==> src/rtl/alu_exec_unit_pkg.sv <==
// Shared widths, function codes and execute-state encoding for the 16-bit
// execute stage.
package alu_exec_unit_pkg;

  localparam int DATA_WIDTH  = 16;
  localparam int FUNC_WIDTH  = 4;
  localparam int SHAMT_WIDTH = $clog2(DATA_WIDTH) + 1;

  localparam logic [FUNC_WIDTH-1:0] FUNC_SET = 4'd0;
  localparam logic [FUNC_WIDTH-1:0] FUNC_ADD = 4'd1;
  localparam logic [FUNC_WIDTH-1:0] FUNC_SUB = 4'd2;
  localparam logic [FUNC_WIDTH-1:0] FUNC_AND = 4'd3;
  localparam logic [FUNC_WIDTH-1:0] FUNC_OR  = 4'd4;
  localparam logic [FUNC_WIDTH-1:0] FUNC_XOR = 4'd5;
  localparam logic [FUNC_WIDTH-1:0] FUNC_NOT = 4'd6;
  localparam logic [FUNC_WIDTH-1:0] FUNC_LSS = 4'd7;
  localparam logic [FUNC_WIDTH-1:0] FUNC_EQL = 4'd8;
  localparam logic [FUNC_WIDTH-1:0] FUNC_GRT = 4'd9;
  localparam logic [FUNC_WIDTH-1:0] FUNC_ULS = 4'd10;
  localparam logic [FUNC_WIDTH-1:0] FUNC_URS = 4'd11;
  localparam logic [FUNC_WIDTH-1:0] FUNC_SLS = 4'd12;
  localparam logic [FUNC_WIDTH-1:0] FUNC_SRS = 4'd13;
  localparam logic [FUNC_WIDTH-1:0] FUNC_ABS = 4'd14;

  typedef enum logic [1:0] {IDLE, SHIFT, DONE} exec_state_t;

  function automatic logic is_shift(input logic [FUNC_WIDTH-1:0] f);
    return (f == FUNC_ULS) || (f == FUNC_URS) || (f == FUNC_SLS) || (f == FUNC_SRS);
  endfunction

endpackage

==> src/rtl/alu_exec_unit_alu.sv <==
// Combinational arithmetic/logic unit for all single-cycle operations.
// Shift codes produce zeros here; the iterative shifter lives in the top.
module alu_exec_unit_alu
  import alu_exec_unit_pkg::*;
(
  input  logic [DATA_WIDTH-1:0] a,
  input  logic [DATA_WIDTH-1:0] b,
  input  logic [FUNC_WIDTH-1:0] func,
  output logic [DATA_WIDTH-1:0] result,
  output logic                  overflow,
  output logic                  compare_bit,
  output logic                  illegal
);

  logic signed [DATA_WIDTH-1:0] sa, sb, sum, diff, neg;

  assign sa   = a;
  assign sb   = b;
  assign sum  = sa + sb;
  assign diff = sa - sb;
  assign neg  = -sa;

  always_comb begin
    result      = '0;
    overflow    = 1'b0;
    compare_bit = 1'b0;
    illegal     = 1'b0;
    case (func)
      FUNC_SET: result = a;
      FUNC_ADD: begin
        result   = sum;
        overflow = (sa[DATA_WIDTH-1] == sb[DATA_WIDTH-1]) && (sum[DATA_WIDTH-1] != sa[DATA_WIDTH-1]);
      end
      FUNC_SUB: begin
        result   = diff;
        overflow = (sa[DATA_WIDTH-1] != sb[DATA_WIDTH-1]) && (diff[DATA_WIDTH-1] != sa[DATA_WIDTH-1]);
      end
      FUNC_AND: result = a & b;
      FUNC_OR:  result = a | b;
      FUNC_XOR: result = a ^ b;
      FUNC_NOT: result = ~a;
      FUNC_LSS: begin
        compare_bit = sa < sb;
        result      = {{(DATA_WIDTH-1){1'b0}}, compare_bit};
      end
      FUNC_EQL: begin
        compare_bit = sa == sb;
        result      = {{(DATA_WIDTH-1){1'b0}}, compare_bit};
      end
      FUNC_GRT: begin
        compare_bit = sa > sb;
        result      = {{(DATA_WIDTH-1){1'b0}}, compare_bit};
      end
      // Negating the most negative value wraps back to itself; flag it.
      FUNC_ABS: begin
        result   = sa[DATA_WIDTH-1] ? neg : sa;
        overflow = sa[DATA_WIDTH-1] && neg[DATA_WIDTH-1];
      end
      FUNC_ULS, FUNC_URS, FUNC_SLS, FUNC_SRS: result = '0;
      default: illegal = 1'b1;
    endcase
  end

endmodule

==> src/rtl/alu_exec_unit.sv <==
// Handshaked execute-stage responder: single-cycle ALU ops plus bit-serial
// shifts, one request in flight, response held until consumed.
module alu_exec_unit
  import alu_exec_unit_pkg::*;
(
  input  logic                  _clk,
  input  logic                  _reset,
  input  logic                  _reqValid,
  output logic                  reqReady,
  input  logic [DATA_WIDTH-1:0] _valA,
  input  logic [DATA_WIDTH-1:0] _valB,
  input  logic [FUNC_WIDTH-1:0] _funcCode,
  output logic                  respValid,
  input  logic                  _respReady,
  output logic [DATA_WIDTH-1:0] result,
  output logic                  overflow,
  output logic                  compareBit,
  output logic                  illegalFunc
);

  exec_state_t             state;
  logic [FUNC_WIDTH-1:0]   op_p0;
  logic [SHAMT_WIDTH-1:0]  cnt_p0;
  logic [SHAMT_WIDTH-1:0]  amt_in;
  logic [DATA_WIDTH-1:0]   step_p0;
  logic [DATA_WIDTH-1:0]   alu_res;
  logic                    alu_ovf, alu_cmp, alu_ill;

  function automatic logic [SHAMT_WIDTH-1:0] clamp_count(input logic [DATA_WIDTH-1:0] amt);
    if (amt >= DATA_WIDTH'(DATA_WIDTH)) return SHAMT_WIDTH'(DATA_WIDTH);
    return amt[SHAMT_WIDTH-1:0];
  endfunction

  function automatic logic [DATA_WIDTH-1:0] shift_step(input logic [DATA_WIDTH-1:0] v,
                                                       input logic [FUNC_WIDTH-1:0] op);
    logic [DATA_WIDTH-1:0] r;
    case (op)
      FUNC_ULS, FUNC_SLS: r = {v[DATA_WIDTH-2:0], 1'b0};
      FUNC_SRS:           r = {v[DATA_WIDTH-1], v[DATA_WIDTH-1:1]};
      default:            r = {1'b0, v[DATA_WIDTH-1:1]};
    endcase
    return r;
  endfunction

  alu_exec_unit_alu u_alu (
    .a           (_valA),
    .b           (_valB),
    .func        (_funcCode),
    .result      (alu_res),
    .overflow    (alu_ovf),
    .compare_bit (alu_cmp),
    .illegal     (alu_ill)
  );

  assign amt_in    = clamp_count(_valB);
  assign step_p0   = shift_step(result, op_p0);
  assign reqReady  = (state == IDLE);
  assign respValid = (state == DONE);

  // The result register doubles as the shift working register.
  always_ff @(posedge _clk or posedge _reset) begin
    if (_reset) begin
      state       <= IDLE;
      op_p0       <= FUNC_SET;
      cnt_p0      <= '0;
      result      <= '0;
      overflow    <= 1'b0;
      compareBit  <= 1'b0;
      illegalFunc <= 1'b0;
    end else begin
      case (state)
        IDLE: if (_reqValid) begin
          op_p0 <= _funcCode;
          if (is_shift(_funcCode)) begin
            result      <= _valA;
            overflow    <= 1'b0;
            compareBit  <= 1'b0;
            illegalFunc <= 1'b0;
            cnt_p0      <= amt_in;
            state       <= (amt_in == '0) ? DONE : SHIFT;
          end else begin
            result      <= alu_res;
            overflow    <= alu_ovf;
            compareBit  <= alu_cmp;
            illegalFunc <= alu_ill;
            state       <= DONE;
          end
        end
        // One bit per cycle; SLS overflow sticks once the sign bit flips.
        SHIFT: begin
          result <= step_p0;
          cnt_p0 <= cnt_p0 - SHAMT_WIDTH'(1);
          if (op_p0 == FUNC_SLS && step_p0[DATA_WIDTH-1] != result[DATA_WIDTH-1])
            overflow <= 1'b1;
          if (cnt_p0 == SHAMT_WIDTH'(1)) state <= DONE;
        end
        DONE: if (_respReady) state <= IDLE;
        default: state <= IDLE;
      endcase
    end
  end

endmodule

==> config.mk <==
export PLATFORM = sky130hd
export DESIGN_NAME = alu_exec_unit
export DESIGN_NICKNAME = d
export VERILOG_FILES = /design/src/rtl/alu_exec_unit_pkg.sv /design/src/rtl/alu_exec_unit_alu.sv /design/src/rtl/alu_exec_unit.sv
export SDC_FILE = /design/constraint.sdc
export NUM_CORES = 1
export LEC_CHECK = 0
export CAP_MARGIN = 10
export CORE_MARGIN = 5
export CORE_UTILIZATION = 45
export CTS_CLUSTER_SIZE = 40
export DETAILED_ROUTE_END_ITERATION = 8
export GPL_TIMING_DRIVEN = 0
export PLACE_DENSITY = 0.75
export SYNTH_ARGS = -nofsm -noshare
export SYNTH_HDL_FRONTEND = slang
export SYNTH_HIERARCHICAL = 1
export SYNTH_SLANG_ARGS = --single-unit
==> constraint.sdc <==
create_clock -name _clk -period 4.4 [get_ports _clk]
set_clock_uncertainty 0.05 [all_clocks]
set_input_delay 1.32 -clock _clk [delete_from_list [all_inputs] [get_ports _clk]]
set_output_delay 1.32 -clock _clk [all_outputs]
set_load 0.02 [all_outputs]
=== Yosys cells after proc, flatten, opt, wreduce, memory -nomap -nowiden ===
Index checks and enable logic that the tools add are counted.

* Add/subtract/negate cells: 4
* Magnitude comparators: 3
* Eq/ne operators: 31
* Muxes and demuxes: 27
* Bitwise logic cells: 4
* Reduce and logical (&&, ||, !) cells: 18

{| class="wikitable"
|+ Operator list
! cell !! count
|-
| $pmux W16 S11 || 1
|-
| $pmux W16 S2 || 2
|-
| $mux W16 || 3
|-
| $eq A4 B4 Y1 const B || 10
|-
| $mux W5 || 4
|-
| $add A16 B16 Y16 || 1
|-
| $and A16 B16 Y16 || 1
|-
| $eq A16 B16 Y1 || 1
|-
| $eq A4 B3 Y1 const B || 4
|-
| $ge A16 B5 Y1 const B || 1
|-
| $gt A16 B16 Y1 || 1
|-
| $lt A16 B16 Y1 || 1
|-
| $neg A16 Y16 || 1
|-
| $not A16 Y16 || 1
|-
| $or A16 B16 Y16 || 1
|-
| $sub A16 B16 Y16 || 1
|-
| $xor A16 B16 Y16 || 1
|-
| $reduce_or A15 Y1 || 1
|-
| $mux W2 || 5
|-
| $pmux W5 S2 || 1
|-
| $reduce_and A3 Y1 || 3
|-
| $eq A4 B2 Y1 const B || 2
|-
| $mux W1 || 7
|-
| $ne A2 B2 Y1 const B || 3
|-
| other kinds (19) || 30
|}

* Flip-flop bits (word level): 30
* Input bits: 40
* Output and inout bits: 21

=== Longest topological paths before layout ===
* Word-level depth: 8
* Depth in mapped cells: 13
* Mapped depth without buffers: 13

=== By module ===
Netlist, hierarchy kept.

{| class="wikitable"
|+ Modules (own cells, without submodules)
! module !! times used !! cells each !! area an instance (µm²)
|-
| alu_exec_unit_alu || 1 || 498 || 3291.9
|-
| alu_exec_unit || 1 || 202 || 1871.8
|}

=== Worst setup path before layout ===
Ideal clock, no wire load.

* Kind: input port to flip-flop
* Start point: in _valA[0]
* End point: reg result[0]
* Setup time: 0.136 ns
* Data arrival time: 3.755 ns
* Slack: 0.459 ns
* Stages: 13
* Path buffers: 0
* Cells stage by stage: inv_1 ha_1 inv_1 fa_1 nor2b_2 o311a_1 o22ai_2 o21ai_1 a211oi_2 a21oi_2 or4_1 mux2i_1 o21ai_0

* Cells in the longest elaborated chain, start to end: 6

{| class="wikitable"
|+ RTL lines
! element !! RTL line !! text
|-
| from (decl) || alu_exec_unit.sv:10 || <nowiki>input logic [DATA_WIDTH-1:0] _valA,</nowiki>
|-
| $neg A16 Y16 || alu_exec_unit_alu.sv:21 || <nowiki>assign neg = -sa;</nowiki>
|-
| $mux W16 || alu_exec_unit_alu.sv:56 || <nowiki>result = sa[DATA_WIDTH-1] ? neg : sa;</nowiki>
|-
| $pmux W16 S11 * || alu_exec_unit_alu.sv:28 || <nowiki>case (func)</nowiki>
|-
| via alu_res[0] || alu_exec_unit.sv:26 || <nowiki>logic [DATA_WIDTH-1:0] alu_res;</nowiki>
|-
| $mux W16 * || alu_exec_unit.sv:74 || <nowiki>if (is_shift(_funcCode)) begin</nowiki>
|-
| $mux W16 * || alu_exec_unit.sv:72 || <nowiki>IDLE: if (_reqValid) begin</nowiki>
|-
| $pmux W16 S2 * || alu_exec_unit.sv:71 || <nowiki>case (state)</nowiki>
|-
| to (signal assigned) || alu_exec_unit.sv:75 || <nowiki>result <= _valA;</nowiki>
|-
| to (signal assigned) || alu_exec_unit.sv:82 || <nowiki>result <= alu_res;</nowiki>
|-
| to (signal assigned) || alu_exec_unit.sv:91 || <nowiki>result <= step_p0;</nowiki>
|-
| to (decl) || alu_exec_unit.sv:15 || <nowiki>output logic [DATA_WIDTH-1:0] result,</nowiki>
|}

The timed path passes the listed nets; every way through them passes the cells marked *. The select of a mux whose other input is x is not followed.
A chain may end at the register's enable or synchronous reset.

=== Worst setup path in the final report ===
* Start point: in _valA[7]
* End point: reg result[0]

* Cells in the longest elaborated chain, start to end: 5

{| class="wikitable"
|+ RTL lines
! element !! RTL line !! text
|-
| $gt A16 B16 Y1 (tied with other cells) || alu_exec_unit_alu.sv:51 || <nowiki>compare_bit = sa > sb;</nowiki>
|-
| $pmux W16 S11 * || alu_exec_unit_alu.sv:28 ||
|-
| via alu_res[0] || alu_exec_unit.sv:26 ||
|-
| $mux W16 * || alu_exec_unit.sv:74 ||
|-
| $mux W16 * || alu_exec_unit.sv:72 ||
|-
| $pmux W16 S2 * || alu_exec_unit.sv:71 ||
|}

Marks and branches as above.

==> results.json <==
{
  "status": "finished, final reports clean",
  "multiInputGateArea_sq_um": 4120,
  "reg2reg_from": "op_p0[2]",
  "p_leak_nw": 2.67,
  "hold_buffers": 0,
  "ys_seq_area_share_pct": 14.5,
  "io_buffers": 60,
  "drt-initial-drc-count": 921,
  "design_area_sq_um": 6260,
  "synth.most_common_cell": "nand2_1",
  "grtUsageTotal_pct": 29.0,
  "cpPeakStageDelay_ns": 0.53,
  "period_needed_ns": 4.34,
  "synth.cell_area_sq_um": 5160,
  "synthCells": 700,
  "synth-main-ff-cell": "dfrtp_1",
  "antenna_cells": 0,
  "clock_sinks": 30,
  "rr_worst_depth": 5,
  "grt_pass1_vias": 5799,
  "synth_compound_area_share_pct": 31.8,
  "area_delta_synth_final_pct": 21.2,
  "critPathLaunchType": "input port",
  "worstSetupPathType": "in2reg",
  "cts_made_buffers": 5,
  "rsz0062_at_grt": "true",
  "synth.top_cells.by_count": "nand2_1 (80), nor2_1 (53), ha_1 (51)",
  "dr.pass1.iters": 5,
  "endpoint_kind": "flip-flop",
  "core_area_sq_um": 11300,
  "dieArea_sq_um": 13700,
  "die_x_um": 117,
  "cts_tree": "done",
  "fmax_ghz": 0.230,
  "place.gp.congestion": 0.973,
  "fin_util_pct": 55.3,
  "synth_edf_count": 0,
  "fin_ws_ns": 0.0610,
  "synth.avg_cell_area_sq_um": 7.38,
  "num_rows": 39,
  "seq_area_sq_um": 751,
  "crit_path_top_delay_cell": "or4_1",
  "synth.largest_area_cell": "dfrtp_1",
  "wl_per_cell_um": 22.0,
  "min-delay-start": "illegalFunc",
  "antenna_found_initial": 0,
  "clk_latency_ns": 0.27,
  "drc": 0,
  "preCtsSetupSlack_ns": -0.714,
  "max_slew_margin_pct": 32.3,
  "cts_root_buf": "clkbuf_16",
  "yosys.area_share.adder_pct": 13.1,
  "synth_top_family_by_area": "compound AO/OA/AOI/OAI gates",
  "r2r_slack_ns": 2.56,
  "nNetsFinal": 866,
  "synth_area_leaders": "dfrtp_1 (15%), ha_1 (12%), nand2_1 (5.8%), a21oi_1 (4.5%), mux2i_1 (4.5%)",
  "yosysTopAreaCellShare_pct": 14.5,
  "yosys_warnings": 6,
  "io_pins": 61,
  "synth-xor-area-share_pct": 2.37,
  "fillerInstances": 1080,
  "yosys.area_share.simple_pct": 22.8,
  "setup_tns_ns": 0,
  "grt-ovfl-total": 0,
  "start_util_pct": 45.6,
  "synthArstFlopShare_pct": 100,
  "hold-worst-slack_ns": 0.432,
  "grt_pass1_wl_um": 31100,
  "r2r-end": "result[9]",
  "slew_viol_final": 0,
  "clock_path_buffers": 2,
  "synthMuxAreaShare_pct": 7.29,
  "cts.reportedPaths.clkPinSlew_ns": 0.05,
  "grt_util_met2_pct": 49.0,
  "die_h_um": 117,
  "crit_chain": "dlygate4sd2_1 -> inv_1 -> ha_1 -> buf_6 -> or2_1 -> nor4_2 -> nand4_1 -> a31oi_1 -> a21oi_2 -> or4_1 -> mux2i_1 -> o21ai_0",
  "finalSetupViolCount": 0,
  "min_path_type": "reg2reg",
  "syn-num-nets": 793,
  "critical_path_arrival_ns": 4.42,
  "ant_nets": 0,
  "hold_viol_final": 0,
  "dp_hpwl_um": 15600,
  "viasPerCell": 6.60,
  "grt_busiest_layer": "met2",
  "h-tree-depth": 2,
  "dpl_cell_area_sq_um": 5950,
  "wirelength_um": 20200,
  "synth-seq-cells": 30,
  "cap_violations": 0,
  "ys_types": 85,
  "finalCritPeriodShare_pct": 98.6,
  "ir_worst_vdd_uv": 537,
  "gr-usage-met3_pct": 3.34,
  "min_to": "illegalFunc",
  "path_max_fanout": 10,
  "crit_required_ns": 4.48,
  "hold-path-cell-count": 2,
  "power_density_nw_per_um2": 346,
  "tightest_slew_ns": 1.01,
  "via_count": 6049,
  "grt_max_degree": 31,
  "use_met1_pct": 38.0,
  "layout-drive-gt1-share_pct": 10.1
}
-- cell families (layout without fill, tap and decap cells) --
logic type	after synthesis	after routing
xor+xnor	14	14
mux	36	36
flops	30	30
compound gates	235	235
buf+inv	93	166
simple gates	239	239
fa+ha+maj	53	53
-- power by group --
group | internal (mW) | switching, mW
registers | 0.401 | 0.126
clock network | 0.206 | 0.114
logic | 0.557 | 0.762
total | 1.16 | 1.00
-- metal layers --
layer,wire length [um],share of wire [%]
met5,0,0
met4,697,3.5
met3,1750,8.7
met2,9320,46
met1,8420,42
-- state kept, by name, summed over array words and instances, names as in the netlist --
| register | flops |
|---|---|
| illegalFunc | 1 |
| overflow | 1 |
| compareBit | 1 |
| result | 16 |
| cnt_p0 | 5 |
| state | 2 |
| op_p0 | 4 |
-- cells in the final DEF, fill, tap and decap left out, types with 23 or more instances in the layout --
master / synthesis / final
a21oi_1: 46 / 45
clkdlybuf4s50_1: 0 / 40
dfrtp_1: 30 / 30
ha_1: 51 / 49
inv_1: 48 / 46
mux2i_1: 23 / 23
nand2_1: 80 / 80
nand3_1: 27 / 27
nor2_1: 53 / 53
o21ai_0: 42 / 42
-- timing repair --
item	CTS	global route
endpoints found under the hold margin	0	0
setup endpoints to repair	12	11
buffers inserted	1	4
resized for setup	28	23
pin swaps	1	8
-- cell type report --
cell class | instances | share of cell area [%]
multi-input combinational | 577 | 65.8
buffer | 38 | 3.48
timing repair buffer | 67 | 10.6
sequential | 30 | 12.0
inverter | 54 | 3.24
tap | 143 | 2.86
clock buffer | 7 | 2.12
-- critical path, delay by kind of cell --
| kind | cells | cell delay [ns] |
|---|---|---|
| AOI/OAI and AO/OA | 3 | 0.46 |
| and+or+nand+nor | 4 | 1.29 |
| muxes | 1 | 0.20 |
| buffers and inverters | 3 | 0.77 |
| adders and majority gates | 1 | 0.38 |
-- stage by stage --
| stage | power (mW) | cells |
|---|---|---|
| after floorplan | 1.32 | 700 |
| after global placement | 1.76 | 903 |
| after detailed placement | 1.79 | 904 |
| after CTS | 2.12 | 912 |
| after global routing | 2.29 | 916 |
| final | 2.17 | 916 |
-- how the worst max path moves through the flow --
stage               cells past startpoint  slack [ns]    endpoint  startpoint
finish                                 12        0.06   result[0]    _valA[7]
floorplan                              13        0.46   result[0]    _valA[0]
global route                           13       -0.03  result[13]    _valB[8]
CTS                                    12       0.007   result[0]    _valA[9]
detailed placement                     13       -0.71  result[13]    _valA[5]
global placement                       13       -0.66  result[13]    _valA[5]
Note: power is estimated with default switching activity, not from simulation.
